<file path="src/rtl/loop_sum_pkg.sv">
// Shared types and constants for the loop_sum_core sum-loop engine.
package loop_sum_pkg;

  typedef enum logic [2:0] {
    IDLE   = 3'd0,
    INIT_I = 3'd1,
    INIT_S = 3'd2,
    CHECK  = 3'd3,
    SUM    = 3'd4,
    INC    = 3'd5,
    OUT    = 3'd6,
    DONE   = 3'd7
  } state_t;

  localparam int unsigned R_ZERO = 0;
  localparam int unsigned R_I    = 1;
  localparam int unsigned R_SUM  = 2;

  typedef enum logic {
    B_RDATA2 = 1'b0,
    B_ONE    = 1'b1
  } bsel_t;

endpackage

</file>
<file path="src/rtl/loop_sum_if.sv">
// Host-side start/limit request and result/status bundle for loop_sum_core.
interface loop_sum_if #(
  parameter int DATA_W = 8
);
  logic              start;
  logic [DATA_W-1:0] limit;
  logic              busy;
  logic              done;
  logic [DATA_W-1:0] out_port;
  logic              overflow;

  modport master (
    output start, limit,
    input  busy, done, out_port, overflow
  );

  modport slave (
    input  start, limit,
    output busy, done, out_port, overflow
  );
endinterface

</file>
<file path="src/rtl/loop_sum_regfile.sv">
// Two-read/one-write register file; address 0 is hardwired to zero.
module loop_sum_regfile #(
  parameter int DATA_W = 8,
  parameter int RF_AW  = 3
) (
  input  logic              clk,
  input  logic              we,
  input  logic [RF_AW-1:0]  wa,
  input  logic [DATA_W-1:0] wd,
  input  logic [RF_AW-1:0]  ra1,
  input  logic [RF_AW-1:0]  ra2,
  output logic [DATA_W-1:0] rd1,
  output logic [DATA_W-1:0] rd2
);

  logic [DATA_W-1:0] mem [2**RF_AW];

  always_ff @(posedge clk) begin
    if (we && (wa != '0)) mem[wa] <= wd;
  end

  assign rd1 = (ra1 == '0) ? '0 : mem[ra1];
  assign rd2 = (ra2 == '0) ? '0 : mem[ra2];

endmodule

</file>
<file path="src/rtl/loop_sum_core.sv">
// FSM-sequenced engine computing 1+2+...+limit through a regfile/adder datapath.
// Optional feature: define SATURATE_EN to clamp the accumulator at all-ones on carry.
module loop_sum_core
  import loop_sum_pkg::*;
#(
  parameter int DATA_W = 8,
  parameter int RF_AW  = 3
) (
  input logic       clk,
  input logic       reset,
  loop_sum_if.slave bus
);

  state_t            state_q, state_d;
  logic [DATA_W-1:0] limit_q, limit_d;
  logic [DATA_W-1:0] out_port_q, out_port_d;
  logic              overflow_q, overflow_d;
  logic              wrap_q, wrap_d;
  logic              busy_q, busy_d;
  logic              done_q, done_d;

  logic              we;
  logic [RF_AW-1:0]  wa, ra1, ra2;
  logic [DATA_W-1:0] rd1, rd2, op_b, sum, wdata;
  logic [DATA_W:0]   add_full;
  logic              carry, le;
  bsel_t             bsel;

  loop_sum_regfile #(.DATA_W(DATA_W), .RF_AW(RF_AW)) u_rf (
    .clk (clk),
    .we  (we),
    .wa  (wa),
    .wd  (wdata),
    .ra1 (ra1),
    .ra2 (ra2),
    .rd1 (rd1),
    .rd2 (rd2)
  );

  // Init steps reuse the adder: R_ZERO + 1 seeds R_I, R_ZERO + R_ZERO clears R_SUM.
  always_comb begin
    we   = 1'b0;
    wa   = RF_AW'(R_ZERO);
    ra1  = RF_AW'(R_ZERO);
    ra2  = RF_AW'(R_ZERO);
    bsel = B_RDATA2;
    case (state_q)
      INIT_I: begin we = 1'b1; wa = RF_AW'(R_I); bsel = B_ONE; end
      INIT_S: begin we = 1'b1; wa = RF_AW'(R_SUM); end
      CHECK:  ra2 = RF_AW'(R_I);
      SUM: begin
        we  = 1'b1;
        wa  = RF_AW'(R_SUM);
        ra1 = RF_AW'(R_SUM);
        ra2 = RF_AW'(R_I);
      end
      INC: begin we = 1'b1; wa = RF_AW'(R_I); ra1 = RF_AW'(R_I); bsel = B_ONE; end
      OUT:    ra1 = RF_AW'(R_SUM);
      default: ;
    endcase
  end

  always_comb begin
    op_b     = (bsel == B_ONE) ? DATA_W'(1) : rd2;
    add_full = {1'b0, rd1} + {1'b0, op_b};
    carry    = add_full[DATA_W];
    sum      = add_full[DATA_W-1:0];
    le       = (rd2 <= limit_q);
`ifdef SATURATE_EN
    wdata = ((state_q == SUM) && (carry || overflow_q)) ? '1 : sum;
`else
    wdata = sum;
`endif
  end

  always_comb begin
    state_d    = state_q;
    limit_d    = limit_q;
    out_port_d = out_port_q;
    overflow_d = overflow_q;
    wrap_d     = wrap_q;
    case (state_q)
      IDLE: if (bus.start) begin
        limit_d    = bus.limit;
        overflow_d = 1'b0;
        wrap_d     = 1'b0;
        state_d    = INIT_I;
      end
      INIT_I: state_d = INIT_S;
      INIT_S: state_d = CHECK;
      CHECK:  state_d = (le && !wrap_q) ? SUM : OUT;
      SUM: begin
        if (carry) overflow_d = 1'b1;
        state_d = INC;
      end
      INC: begin
        if (carry) wrap_d = 1'b1;
        state_d = CHECK;
      end
      OUT: begin
        out_port_d = rd1;
        state_d    = DONE;
      end
      default: state_d = IDLE;
    endcase
    busy_d = (state_d != IDLE);
    done_d = (state_q == OUT);
  end

  always_ff @(posedge clk or posedge reset) begin
    if (reset) begin
      state_q    <= IDLE;
      limit_q    <= '0;
      out_port_q <= '0;
      overflow_q <= 1'b0;
      wrap_q     <= 1'b0;
      busy_q     <= 1'b0;
      done_q     <= 1'b0;
    end else begin
      state_q    <= state_d;
      limit_q    <= limit_d;
      out_port_q <= out_port_d;
      overflow_q <= overflow_d;
      wrap_q     <= wrap_d;
      busy_q     <= busy_d;
      done_q     <= done_d;
    end
  end

  assign bus.busy     = busy_q;
  assign bus.done     = done_q;
  assign bus.out_port = out_port_q;
  assign bus.overflow = overflow_q;

endmodule

</file>
<file path="src/flat_wrapper.sv">
// flat-port wrapper written by rule: the top's interface ports become plain ports
module loop_sum_core_flat import loop_sum_pkg::*;
#(
  parameter int DATA_W = 8,
  parameter int RF_AW  = 3
)
  (clk, reset, bus_start, bus_limit, bus_busy, bus_done, bus_out_port, bus_overflow);
  loop_sum_if #(.DATA_W(DATA_W)) bus_i ();
  input logic clk;
  input logic reset;
  input wire logic [$bits(bus_i.start)-1:0] bus_start;
  input wire logic [$bits(bus_i.limit)-1:0] bus_limit;
  output wire logic [$bits(bus_i.busy)-1:0] bus_busy;
  output wire logic [$bits(bus_i.done)-1:0] bus_done;
  output wire logic [$bits(bus_i.out_port)-1:0] bus_out_port;
  output wire logic [$bits(bus_i.overflow)-1:0] bus_overflow;
  assign bus_i.start = bus_start;
  assign bus_i.limit = bus_limit;
  assign bus_busy = bus_i.busy;
  assign bus_done = bus_i.done;
  assign bus_out_port = bus_i.out_port;
  assign bus_overflow = bus_i.overflow;
  loop_sum_core #(.DATA_W(DATA_W), .RF_AW(RF_AW)) u_core (.clk(clk), .reset(reset), .bus(bus_i));
endmodule
</file>
<file path="config.mk">
export PLATFORM = sky130hd
export DESIGN_NAME = loop_sum_core_flat
export DESIGN_NICKNAME = d
export VERILOG_FILES = /design/src/rtl/loop_sum_pkg.sv /design/src/rtl/loop_sum_if.sv /design/src/rtl/loop_sum_regfile.sv /design/src/rtl/loop_sum_core.sv /design/src/flat_wrapper.sv
export SDC_FILE = /design/constraint.sdc
export NUM_CORES = 1
export LEC_CHECK = 0
export ABC_CLOCK_PERIOD_IN_PS = 3950
export CAP_MARGIN = 15
export CORE_UTILIZATION = 54
export CTS_CLUSTER_DIAMETER = 50
export DETAILED_ROUTE_END_ITERATION = 10
export GPL_ROUTABILITY_DRIVEN = 0
export HOLD_SLACK_MARGIN = 0.08
export PLACE_DENSITY = 0.75
export SLEW_MARGIN = 25
export SYNTH_ARGS = -nofsm -noshare
export SYNTH_HDL_FRONTEND = slang
export SYNTH_SLANG_ARGS = --single-unit
</file>
<file path="constraint.sdc">
create_clock -name clk -period 3.95 [get_ports clk]
set_clock_uncertainty 0.05 [all_clocks]
set_input_delay 0.395 -clock clk [delete_from_list [all_inputs] [get_ports clk]]
set_output_delay 0.395 -clock clk [all_outputs]
set_load 0.01 [all_outputs]
</file>
==> results of run 1 <==
-- state kept, by name, summed over array words and instances (netlist names) --
name                 count
u_core.bus.busy          1
u_core.bus.done          1
u_core.bus.out_port      8
u_core.bus.overflow      1
u_core.limit_q           8
u_core.state_q           3
u_core.u_rf.mem         16
u_core.wrap_q            1
-- critical path, cell delays in order (launching register included) --
cell and delay [ns]:
dfrtp_1 0.64, nand2_1 0.18, o21ai_2 0.41, a21o_1 0.18, ha_1 0.17, inv_1 0.06, fa_1 0.40, nor2b_1 0.17
o31a_1 0.19, o21a_1 0.12, nor2_1 0.04, xnor2_1 0.13
-- metrics by stage --
stage	setup slack, ns	area, µm²	std cells
finish	0.944	2470	294
global route	0.612	2470	294
CTS	0.937	2470	294
detailed placement	0.954	2380	286
global placement	1.06	2380	286
floorplan	1.51	2160	225
-- cell type report --
type | count | area (µm²) | area share (%)
Clock inverter | 1 | 5.00 | 0.203
Multi-Input combinational cell | 159 | 983 | 39.9
Clock buffer | 7 | 76.3 | 3.09
Timing Repair Buffer | 22 | 218 | 8.83
Sequential cell | 39 | 1060 | 42.8
Inverter | 18 | 67.6 | 2.74
Tap cell | 48 | 60.1 | 2.44
-- cell usage after synthesis --
cell      instances
fa_1              1
and3_1            2
buf_6             1
inv_1            18
xor2_1            1
mux2_1            1
o21ai_1           8
nor3_1            1
o21ai_0           6
or2_2             1
mux2i_1           1
a21boi_0          2
a21o_1            3
ha_1             16
nand3b_1          1
o31a_1            1
nand3_1           2
nor2b_1          10
o21a_1            4
buf_2             3
xnor2_1           5
nand4_1           3
clkbuf_1          3
dfrtp_1          23
o21ai_2           2
o211a_1           1
nor2_1           15
edfxtp_1         16
buf_4             2
and2_1           12
a31oi_1           1
nor2_2            1
nand2_1          37
o31ai_1           1
o22ai_1           2
a21oi_1          18
-- worst max path at each step --
stage                                 start               endpoint
after floorplan           u_core.state_q[1]  u_core.u_rf.mem[1][6]
after global placement    u_core.state_q[0]  u_core.u_rf.mem[1][6]
after detailed placement  u_core.state_q[0]  u_core.u_rf.mem[2][6]
after CTS                 u_core.state_q[0]  u_core.u_rf.mem[2][6]
after global routing      u_core.state_q[0]  u_core.u_rf.mem[2][6]
final                     u_core.state_q[0]  u_core.u_rf.mem[2][6]
-- kinds of logic after synthesis --
kind of cell / count (synthesis)
AND/OR/NAND/NOR: 85
AO/OA/AOI/OAI: 49
flip-flops: 39
buffers and inverters: 27
adder cells (fa/ha/maj): 17
XOR/XNOR: 6
multiplexers: 2
-- per-layer routing --
layer	vias to the layer above	GRT usage [%]	routed length [µm]
met5	-	0	0
met2	20	34.1	1820
li1	800	-	-
met1	700	29.4	1990
met4	0	5.71	50
met3	5	6.77	120
-- report_power, final --
group / internal, mW / switching [mW] / total (mW)
clock network: 0.124 / 0.132 / 0.256
logic: 0.419 / 0.529 / 0.948
registers: 0.689 / 0.138 / 0.827
total: 1.23 / 0.799 / 2.03
==> key figures, run 1 <==
Global route
  • Grt total ovfl: 0
  • Largest net degree at the start of global routing: 24
  • Total track usage: 21.9%
  • Global-route wire length before repair: 6820 µm
  • Initial antenna violation count: 0
  • Vias in the first global route: 1,476

Detailed routing
  • Vias per inst: 5.19
  • TritonRoute pass-1 iters: 4
  • Routed len/inst: 13.5 µm
  • Routed vias: 1,525
  • DRC Markers: 0
  • Routed WL: 3980 µm
  • Initial DRC count: 112
  • Post-route ant nets: 0

STA
  • Setup TNS: 0 ns
  • Final hold slack: 0.417 ns
  • Tightest Pin Transition: 0.868 ns
  • Final hold vios: 0
  • Tmin final: 3.01 ns
  • Unrepaired setup endpoints after global routing: false
  • Final setup vio count: 0
  • Final clock period utilization by the worst path: 76.1%
  • Fmax: 333 MHz
  • Max Transition Viols Final: 0
  • Worst rel slew slack: 42.1%

Layout
  • Layout area overhead: 14.2%
  • Final core occ: 65.9%
  • Antenna fix cells: 0
  • Commonest non-fill, non-tap cell in the layout: nand2_1
  • Fill count: 335
  • Layout Nets: 273
  • Layout cell share with drive strength beyond 1: 4.47%
  • Commonest cells after routing, fill and taps aside: 37 x nand2_1, 23 x dfrtp_1, 21 x clkdlybuf4s50_1, 18 x a21oi_1, 18 x inv_1

Setup path
  • R2R setup slack: 0.94 ns
  • Crit Reg-Reg Startpoint: u_core.state_q[0]
  • Crit path DAT: 3.00 ns
  • Largest fanout on the critical path: 17
  • Worst path required time: 3.94 ns
  • Setup CP Type: flip-flop to flip-flop
  • CP startpoint kind: flip-flop
  • Worst setup EP type: flip-flop
  • Reg2reg path depth: 11
  • Reg2reg end: u_core.u_rf.mem[2][6]

Logic synthesis
  • Net count after synthesis: 253
  • Avg Synthesized Cell Area: 9.60 µm²
  • Cell variety after synth: 36
  • Yosys warnings: 0
  • Post-synth design cell area: 2160 µm²
  • Synth area leaders: dfrtp_1 27%, edfxtp_1 22%, ha_1 9.3%, nand2_1 6.4%, a21oi_1 4.2%
  • Seq cells post-synth: 39
  • Synth area leader: dfrtp_1
  • Syn Inst Count: 225
  • Xor-xnor portion of the synthesized cell area: 2.43%
  • Mux cell area share after synthesis: 0.985%
  • Simple-gate portion of the synthesized area: 18.5%
  • Sequential element share of the synthesized area: 48.9%
  • Area share of the largest cell type after synthesis: 26.7%
  • Combinational family with the most area after synthesis: simple AND/OR/NAND/NOR gates
  • Post-Synth Adder-Cell Area: 10.2%
  • Compound-cell area share of the yosys netlist: 13.4%

Floorplanning
  • Die area: 4260 µm²
  • Die X: 65.2 µm
  • Starting Density: 57.7%
  • Std cell rows: 22
  • Core area: 3740 µm²
  • Die height: 65.2 µm
  • IO Pins: 22

CTS
  • TritonCTS clock tree: built
  • Clk buf depth: 2
  • # clock sinks: 39
  • Post-CTS Resized: 0
  • CTS H-tree lvls: 2
  • Setup Buffers After CTS: 0
  • CTS Buf Count: 5
  • Root buffer cell: clkbuf_8
  • Hold Buf Count CTS: 0
  • Worst skew pair latency: 0.29 ns
  • Worst-path clk slew: 0.07 ns

Worst hold path
  • Hold Crit Class: flip-flop to flip-flop
  • Hold Path End: u_core.bus.out_port[7]
  • Hold Crit Start: u_core.u_rf.mem[2][7]
  • Hold Crit Depth: 2

Power
  • VDD IR max: 0.000368 V
  • Pleak: 1.14 nW
  • Total Power: 2.03 mW
  • PD cells: 823 nW/µm²

Flow run
  • Max Cap Viol: 0

Status
  • Run status: completed

Placement
  • I/O Buffers: 21
  • Post-DP HPWL: 2940 µm
Note: power is estimated with default switching activity, not from simulation.
==> inputs of run 2 (changes only) <==
--- a/config.mk
+++ b/config.mk
@@ -5,14 +5,14 @@
 export SDC_FILE = /design/constraint.sdc
 export NUM_CORES = 1
 export LEC_CHECK = 0
-export ABC_CLOCK_PERIOD_IN_PS = 3950
+export ABC_CLOCK_PERIOD_IN_PS = 2470
 export CAP_MARGIN = 15
-export CORE_UTILIZATION = 54
+export CORE_UTILIZATION = 50
 export CTS_CLUSTER_DIAMETER = 50
 export DETAILED_ROUTE_END_ITERATION = 10
 export GPL_ROUTABILITY_DRIVEN = 0
 export HOLD_SLACK_MARGIN = 0.08
-export PLACE_DENSITY = 0.75
+export PLACE_DENSITY = 0.73
 export SLEW_MARGIN = 25
 export SYNTH_ARGS = -nofsm -noshare
 export SYNTH_HDL_FRONTEND = slang
==> constraint.sdc (replaced) <==
create_clock -name clk -period 2.47 [get_ports clk]
set_clock_uncertainty 0.05 [all_clocks]
set_input_delay 0.247 -clock clk [delete_from_list [all_inputs] [get_ports clk]]
set_output_delay 0.247 -clock clk [all_outputs]
set_load 0.01 [all_outputs]
==> key figures, run 2 (synthesized netlist as in run 1, its figures left out) <==
Status
  • Run status: completed (unchanged)

Detailed routing
  • Routed len/inst: 14.7 µm (was 13.5 µm)
  • Vias per inst: 5.26 (was 5.19)
  • DRC Markers: 0 (unchanged)
  • Post-route ant nets: 0 (unchanged)
  • TritonRoute pass-1 iters: 4 (unchanged)
  • Initial DRC count: 110 (was 112)
  • Routed vias: 1,725 (was 1,525)
  • Routed WL: 4810 µm (was 3980 µm)

Global route
  • Global-route wire length before repair: 7700 µm (was 6820 µm)
  • Grt total ovfl: 0 (unchanged)
  • Largest net degree at the start of global routing: 24 (unchanged)
  • Initial antenna violation count: 0 (unchanged)
  • Vias in the first global route: 1,620 (was 1,476)
  • Total track usage: 23.5% (was 21.9%)

Layout
  • Multi-input gate area: 1090 µm² (was 983 µm²)
  • Commonest non-fill, non-tap cell in the layout: nand2_1 (unchanged)
  • Layout Nets: 305 (was 273)
  • Final std cells w/o fill: 328 (was 294)
  • Layout area overhead: 31.6% (was 14.2%)
  • Layout cell share with drive strength beyond 1: 23.7% (was 4.47%)
  • Max FFs per register: 16 (unchanged)
  • Final core occ: 69.5% (was 65.9%)
  • Commonest cells after routing, fill and taps aside: 34 x nand2_1, 29 x buf_4, 21 x clkdlybuf4s50_1, 20 x dfrtp_1, 17 x inv_1 (was 37 x nand2_1, 23 x dfrtp_1, 21 x clkdlybuf4s50_1, 18 x a21oi_1, 18 x inv_1)
  • Fill count: 312 (was 335)
  • FF+latch area: 1060 µm² (about the same)
  • Antenna fix cells: 0 (unchanged)
  • Largest reg by FF count: u_core.u_rf.mem (unchanged)

Setup path
  • Setup CP Type: flip-flop to flip-flop (unchanged)
  • CP cell instances: nor2_4 > nand2_2 > o21ai_4 > buf_6 > and2_1 > ha_1 > nor2b_2 > o31a_1 > buf_4 > o211a_4 > o21ai_4 > o21ai_1 (was nand2_1 > o21ai_2 > a21o_1 > ha_1 > inv_1 > fa_1 > nor2b_1 > o31a_1 > o21a_1 > nor2_1 > xnor2_1)
  • Crit path DAT: 2.58 ns (was 3.00 ns)
  • Crit path max-delay family: compound AO/OA/AOI/OAI gates (unchanged)
  • Crit-path most repeated cell: o21ai_4
  • Largest fanout on the critical path: 5 (was 17)
  • CP startpoint kind: flip-flop (unchanged)
  • Max incr delay on CP: 0.47 ns (was 0.64 ns)
  • Worst setup EP type: flip-flop (unchanged)
  • CP max-delay cell: dfrtp_2 (was dfrtp_1)
  • Worst path required time: 2.60 ns (was 3.94 ns)
  • Worst Path Buf+Inv: 2 (was 1)

STA
  • Final hold vios: 0 (unchanged)
  • Final clock period utilization by the worst path: 99.5% (was 76.1%)
  • Fmax: 407 MHz (was 333 MHz)
  • Tightest Pin Transition: 0.769 ns (was 0.868 ns)
  • Worst rel slew slack: 48.6% (was 42.1%)
  • Tmin final: 2.46 ns (was 3.01 ns)
  • Final setup vio count: 0 (unchanged)
  • Max Transition Viols Final: 0 (unchanged)
  • Unrepaired setup endpoints after global routing: true (was false)

CTS
  • Worst-path clk slew: 0.08 ns (was 0.07 ns)
  • Root buffer cell: clkbuf_8 (unchanged)
  • CTS H-tree lvls: 2 (unchanged)
  • Clk buf depth: 2 (unchanged)
  • Worst skew pair latency: 0.29 ns (about the same)
  • # clock sinks: 39 (unchanged)
  • CTS Buf Count: 5 (unchanged)
  • TritonCTS clock tree: built (unchanged)

Power
  • PD cells: 1370 nW/µm² (was 823 nW/µm²)
  • VDD IR max: 0.000765 V (was 0.000368 V)
  • Pleak: 1.32 nW (was 1.14 nW)

Floorplanning
  • Die height: 67.7 µm (was 65.2 µm)
  • Die X: 67.7 µm (was 65.2 µm)
  • Die area: 4590 µm² (was 4260 µm²)
  • Starting Density: 52.8% (was 57.7%)
  • IO Pins: 22 (unchanged)
  • Core area: 4090 µm² (was 3740 µm²)
  • Std cell rows: 23 (was 22)

Flow run
  • Max Cap Viol: 0 (unchanged)

Worst hold path
  • Hold Crit Class: input port to asynchronous set/reset pin (was flip-flop to flip-flop)

Placement
  • Post-DP HPWL: 3240 µm (was 2940 µm)
  • Placed insts: 304 (was 286)
  • I/O Buffers: 21 (unchanged)
-- run 2: worst paths after layout --
check	startpoint	to	slack (ns)	cells after the start
max	u_core.state_q[1]	u_core.wrap_q	0.01	12
max reg2reg	u_core.state_q[1]	u_core.wrap_q	0.01	12
min reg2reg	u_core.u_rf.mem[2][7]	u_core.bus.out_port[7]	0.42	2
min in group clk	u_core.u_rf.mem[2][7]	u_core.bus.out_port[7]	0.42	2
min	reset	u_core.bus.out_port[2]	0.24	3
max in group asynchronous	reset	u_core.state_q[2]	1.87	3
-- run 2: worst register-to-register path, cell delays in order (launching register included) --
cell	delay, ns
dfrtp_2	0.47
nor2_4	0.14
nand2_2	0.08
o21ai_4	0.08
buf_6	0.14
and2_1	0.12
ha_1	0.24
nor2b_2	0.16
o31a_1	0.25
buf_4	0.14
o211a_4	0.24
o21ai_4	0.15
o21ai_1	0.08
-- run 2: final cells by class --
type	instances	share of cell area [%]
Timing Repair Buffer	54	17.0
Multi-Input combinational cell	159	38.3
Inverter	18	2.38
Clock buffer	6	2.55
Sequential cell	39	37.3
Clock inverter	2	0.308
Tap cell	50	2.20
-- run 2: metal layers --
| layer | vias up | share of wire (%) | GRT usage [%] |
|---|---|---|---|
| met3 | 11 | 2.7 | 4.22 |
| li1 | 857 | - | - |
| met4 | 0 | 2.1 | 12.0 |
| met5 | - | 0 | 0 |
| met2 | 26 | 48 | 36.1 |
| met1 | 831 | 47 | 31.4 |
-- run 2: report_power, final --
| group | internal (mW) | switching, mW |
|---|---|---|
| combinational | 1.07 | 1.09 |
| sequential | 1.11 | 0.205 |
| clock | 0.194 | 0.214 |
| total | 2.37 | 1.51 |
-- run 2: repair_timing --
action / CTS / global route
hold buffers: 0 / 0
endpoints found under the setup margin: 6 / 8
pin swaps: 9 / 9
setup buffers: 9 / 7
gates resized for setup: 12 / 19
-- run 2: through the flow --
| stage | setup WS, ns | total power, mW | setup TNS [ns] | area [µm²] | hold WS [ns] |
|---|---|---|---|---|---|
| 2_1_floorplan | 0.0303 | 2.41 | 0 | 2160 | 0.199 |
| 3_3_place_gp | 0.0169 | 3.00 | 0 | 2510 | 0.400 |
| 3_5_place_dp | -0.0437 | 3.03 | -0.112 | 2510 | 0.402 |
| 4_1_cts | -0.00561 | 3.65 | -0.00561 | 2700 | 0.261 |
| 5_1_grt | -0.0569 | 4.18 | -0.191 | 2840 | 0.305 |
| 6_report | 0.0116 | 3.88 | 0 | 2840 | 0.243 |
